### src/rtl/uart_baud_ctrl.sv
// UART oversampling tick generator with deferred runtime divisor update.
// Optional DRAIN timeout: define UART_BAUD_CTRL_TIMEOUT_EN.
module uart_baud_ctrl #(
  parameter int unsigned CLK_FREQ      = 100000000,
  parameter int unsigned BAUD_RATE     = 115200,
  parameter int unsigned OVERSAMPLE    = 16,
  parameter int unsigned DIV_W         = 16,
  parameter int unsigned DRAIN_TIMEOUT = 1000000
) (
  input  logic             i_clk,
  input  logic             i_rst_n,
  input  logic             i_enable,
  input  logic             i_cfg_valid,
  input  logic [DIV_W-1:0] i_cfg_div,
  output logic             o_cfg_ready,
  input  logic             i_tx_busy,
  input  logic             i_rx_busy,
  output logic             o_tick,
  output logic [DIV_W-1:0] o_cur_div,
  output logic             o_cfg_err
);

  localparam int unsigned RST_DIV_I =
    CLK_FREQ / (BAUD_RATE * OVERSAMPLE);
  localparam logic [DIV_W-1:0] RST_DIV = RST_DIV_I[DIV_W-1:0];
  localparam logic [DIV_W-1:0] ONE = DIV_W'(1);
  localparam logic [DIV_W-1:0] TWO = DIV_W'(2);

  typedef enum logic [1:0] {
    IDLE,
    RUN,
    DRAIN,
    LOAD
  } state_e;

  state_e           state_q, state_d;
  logic [DIV_W-1:0] count_q, count_d;
  logic [DIV_W-1:0] div_q, div_d;
  logic [DIV_W-1:0] pend_q, pend_d;
  logic             tick_q, tick_d;
  logic             ready_q, ready_d;
  logic             err_q, err_d;
  logic             xfer, bad, quiet;

`ifdef UART_BAUD_CTRL_TIMEOUT_EN
  localparam int unsigned TO_W = $clog2(DRAIN_TIMEOUT + 1);
  localparam logic [TO_W-1:0] TO_LAST = TO_W'(DRAIN_TIMEOUT - 1);
  logic [TO_W-1:0] dcnt_q, dcnt_d;
`endif

  assign xfer  = i_cfg_valid & ready_q;
  assign bad   = i_cfg_div < TWO;
  assign quiet = ~i_tx_busy & ~i_rx_busy;

  always_comb begin
    state_d = state_q;
    div_d   = div_q;
    pend_d  = pend_q;
    err_d   = xfer & bad;
    count_d = '0;
    tick_d  = 1'b0;
`ifdef UART_BAUD_CTRL_TIMEOUT_EN
    dcnt_d  = (state_q == DRAIN) ? dcnt_q + 1'b1 : '0;
`endif
    // Counter wraps at the divisor in effect; LOAD restarts phase.
    if (state_q == LOAD) begin
      div_d = pend_q;
    end else if (i_enable) begin
      tick_d  = count_q >= div_q - ONE;
      count_d = tick_d ? '0 : count_q + ONE;
    end
    unique case (state_q)
      IDLE: begin
        if (xfer && !bad) begin
          pend_d  = i_cfg_div;
          state_d = LOAD;
        end else if (i_enable) begin
          state_d = RUN;
        end
      end
      RUN: begin
        if (xfer && !bad) begin
          pend_d  = i_cfg_div;
          state_d = DRAIN;
        end else if (!i_enable) begin
          state_d = IDLE;
        end
      end
      DRAIN: begin
        if (quiet || !i_enable) begin
          state_d = LOAD;
`ifdef UART_BAUD_CTRL_TIMEOUT_EN
        end else if (dcnt_q == TO_LAST) begin
          state_d = RUN;
          pend_d  = '0;
          err_d   = 1'b1;
`endif
        end
      end
      LOAD: begin
        state_d = i_enable ? RUN : IDLE;
      end
      default: state_d = IDLE;
    endcase
    ready_d = (state_d == IDLE) || (state_d == RUN);
  end

  always_ff @(posedge i_clk) begin
    if (!i_rst_n) begin
      state_q <= IDLE;
      count_q <= '0;
      div_q   <= RST_DIV;
      pend_q  <= '0;
      tick_q  <= 1'b0;
      ready_q <= 1'b1;
      err_q   <= 1'b0;
`ifdef UART_BAUD_CTRL_TIMEOUT_EN
      dcnt_q  <= '0;
`endif
    end else begin
      state_q <= state_d;
      count_q <= count_d;
      div_q   <= div_d;
      pend_q  <= pend_d;
      tick_q  <= tick_d;
      ready_q <= ready_d;
      err_q   <= err_d;
`ifdef UART_BAUD_CTRL_TIMEOUT_EN
      dcnt_q  <= dcnt_d;
`endif
    end
  end

  assign o_tick      = tick_q;
  assign o_cur_div   = div_q;
  assign o_cfg_ready = ready_q;
  assign o_cfg_err   = err_q;

endmodule

### config.mk
export PLATFORM = sky130hd
export DESIGN_NAME = uart_baud_ctrl
export DESIGN_NICKNAME = d
export VERILOG_FILES = /design/src/rtl/uart_baud_ctrl.sv
export SDC_FILE = /design/constraint.sdc
export NUM_CORES = 1
export LEC_CHECK = 0
export ABC_AREA = 1
export CAP_MARGIN = 20
export CELL_PAD_IN_SITES_DETAIL_PLACEMENT = 1
export CELL_PAD_IN_SITES_GLOBAL_PLACEMENT = 2
export CORE_ASPECT_RATIO = 1.75
export CORE_MARGIN = 3
export CORE_UTILIZATION = 31
export DETAILED_ROUTE_END_ITERATION = 10
export PLACE_DENSITY = 0.88
export SLEW_MARGIN = 15
export SYNTH_ARGS = -nofsm -noshare
export SYNTH_HDL_FRONTEND = slang
export SYNTH_SLANG_ARGS = --single-unit
### constraint.sdc
create_clock -name i_clk -period 2.7 [get_ports i_clk]
set_clock_uncertainty 0.05 [all_clocks]
set_input_delay 0.54 -clock i_clk [delete_from_list [all_inputs] [get_ports i_clk]]
set_output_delay 0.54 -clock i_clk [all_outputs]
set_load 0.01 [all_outputs]
==> impl_results.md <==
- Setup_tns: 0 ns
- Final antenna-violating net count: 0
- Largest family of logic cells by synthesized area: simple AND/OR/NAND/NOR gates
- Post-synthesis mux area share: 0%
- Final setup viols: 0
- Most common cell in the netlist: nand2_1
- Post-placement worst setup slack: -0.0981 ns
- Critical Path Source Type: register
- Synth warn: 0
- Top cells by count, synth: 67 x nand2_1, 56 x nor2_1, 53 x dfxtp_1
- Initial antenna violation count: 0
- Pwr Density: 505 nW/um2
- Ys async rst share: 0%
- Filler Cells Inserted: about 1200
- Vias in the first global route: 2598
- Nets: roughly 470
- Area grow syn2layout: 24.4%
- First-pass GRT wire length: approximately 12000 um
- Routed length per instance: 13.1 um
- Syn Area/Cell: around 7.5 um2
- Final worst slack: between 0.15 and 0.2 ns
- Die X: just under 80 um
- Met1 usage: roughly 15%
- Crit path max fanout: 16
- Overflow after GRT: 0
- Slew @ Worst Pin: 0.513 ns
- Number of antenna diodes: 0
- Seq/Total Area, Yosys: a little over a third
- Type of the worst setup path: register to register
- Fmax: 400 MHz
- Total GRT Usage: between 10% and 20%
- Vias per cell: approximately 4.7
- Max stage delay cell, worst path: dfxtp_1
- Initial core utilization: about a third
- Clk_lat worst skew: 0.30 ns
- Min Tclk post-route: 2.50 ns
- Final hold violations: 0
- Root buf cell: clkbuf_16
- Post-synth top area share: roughly 37%
- Synth Area in Compound Gates: about a tenth
- Post-Syn Area: a little under 3000 um2
- Synthesized Nets: about 420
- Largest net degree at the start of global routing: 20
- Largest area contributor in the synthesized netlist: dfxtp_1
- Number of flops mapped to enable cells by yosys: 0
- Number of CTS-inserted buffers: 5
- RSZ-0062 raised after global routing: true
- XOR/XNOR share of the synthesized area: approximately 8%
- Main synth FF type: dfxtp_1
- CP max stage delay: between 0.3 and 0.4 ns
- Met2 Resource Use GR: 28.5%
- Max-slew violations: 0
- Most frequent cell on the critical path: nand2_1
- Cell area after layout: around 3600 um2
- Max VDD drop: 0.300 mV
- Total Wirelength: a little over 7000 um
- Busiest grt layer: met2
- Port Buf Inserts: 40
- Core area: 9090 um2
- RePlAce Congestion: about 0.76
- Via count: about 2600
- H-tree depth: 2
- Outcome: completed
- DR pass1 iterations: 4
- Simple-Gate Fraction of Synth Area: between 30% and 40%
- Synth Area in Adders: 7.77%
- Die area: roughly 11000 um2
- Rel. slew slack: between 60% and 70%
- Top cells by area, synth: dfxtp_1 37%, nand2_1 8.7%, ha_1 7.8%, nor2_1 7.3%, inv_1 5.3%
- Iteration-0 DRC Markers: 37
- Clock slew at reported path FFs: roughly 0.07 ns
- Crit path DAT: ~2.7 ns
- Leak pwr: ~0.0015 uW
- Share of layout cells above drive strength 1: between 10% and 20%
- CP Capture Type: register
- DP Wirelength: around 5900 um
- Max clock buf depth: 2
- Remaining DRCs: 0
- Hold Path Class: register to register
- Synth Register Bits: between 50 and 60
- Crit path cell chain: inv_1 > ha_2 > nand2_2 > nor3_4 > xor2_1 > inv_1 > ha_1 > nand2_1 > nor2_2 > nand2_1 > nand2_1 > nor2_1 > nand2_1 > nand2_1 > nand3_2 > buf_8 > nor2_1
- Syn Inst Count: roughly 380
- Tcrit/Tclk final: ~90%
- Die H: 134 um
- Max-Cap Viols: 0
- Unique masters post-synth: 33
- # rows: 46
- Clk sinks: 53
- Grt met3 use: between 2 and 3%
- # IOs: 41
- Worst EP required: approximately 2.8 ns
- TritonCTS clock tree: done
- Area after DPL: 3420 um2
layer usage:
layer,routed length [um],vias to the layer above
li1,-,1320
met1,2740,1204
met2,4110,36
met3,231,6
met4,91,0
met5,0,-
area by class of cell:
type | instances | area (um2) | share of cell area (%)
Inverter | 45 | 169 | 4.68
Timing Repair Buffer | 44 | 438 | 12.1
Clock inverter | 2 | 17.5 | 0.486
Tap cell | 120 | 150 | 4.16
Sequential cell | 53 | 1060 | 29.4
Clock buffer | 6 | 139 | 3.85
Multi-Input combinational cell | 276 | 1630 | 45.2
registers in the layout, indices dropped and copies added (netlist names):
signal	count
pend_q	16
o_cfg_err	1
count_q	16
o_tick	1
state_q	2
o_cfg_ready	1
o_cur_div	16
cell families after synthesis:
kind of cell | Yosys count
buffers and inverters | 55
xor gates and xnor gates | 26
DFF | 53
and+or+nand+nor | 181
adders and majority gates | 18
AOI/OAI and AO/OA | 51
stage by stage:
| step | util, % | power [uW] | hold WS, ns | std cells |
|---|---|---|---|---|
| final | 39.7 | 1820 | 0.408 | 546 |
| after global placement | 37.6 | 1140 | 0.387 | 538 |
| after detailed placement | 37.6 | 1150 | 0.405 | 538 |
| after floorplan | - | 1040 | 0.379 | 384 |
| after CTS | 39.4 | 1840 | 0.415 | 546 |
| after global routing | 39.7 | 1920 | 0.436 | 546 |
critical path: cells and delay by family, from the launching register on:
kind          cells  cell delay [ns]
xor+xnor          1             0.17
fa+ha+maj         2             0.49
buf+inv           3             0.36
flops             1             0.31
simple gates     11             1.01
power breakdown:
part / switching (uW) / leakage (uW) / total (uW) / internal [uW]
sequential: 35.0 / 0.000432 / 856 / 821
clock: 309 / 0.0000775 / 684 / 375
combinational: 151 / 0.000945 / 280 / 129
total: 495 / 0.00145 / 1820 / 1320
path summary, 6_finish.rpt:
path,from,endpoint,slack [ns],cells after the start
hold reg to reg,pend_q[15],o_cur_div[15],0.41,2
setup / recovery,o_cur_div[0],count_q[1],0.20,17
hold / removal,pend_q[15],o_cur_div[15],0.41,2
setup reg to reg,o_cur_div[0],count_q[1],0.20,17
layout by cell type, fill, tap and decap left out, types with 3 or more instances in the layout:
master,instances
nand3_2,5
nand2_2,4
nor2_1,55
nand3_1,8
nand4_1,17
dfxtp_1,53
clkbuf_16,5
xor2_1,15
xnor2_1,11
nor3_2,3
nor2_2,14
a21oi_1,28
inv_1,41
buf_4,3
ha_1,17
o211ai_1,3
clkdlybuf4s50_1,40
o21ai_0,14
nand2_1,66
what timing repair did:
item / CTS / global route
endpoints found under the setup margin: 16 / 16
hold buffers: 0 / 0
pin swaps: 0 / 1
setup buffers: 0 / 0
gates resized for setup: 1 / 8
Power figures use the tool's default switching activity.
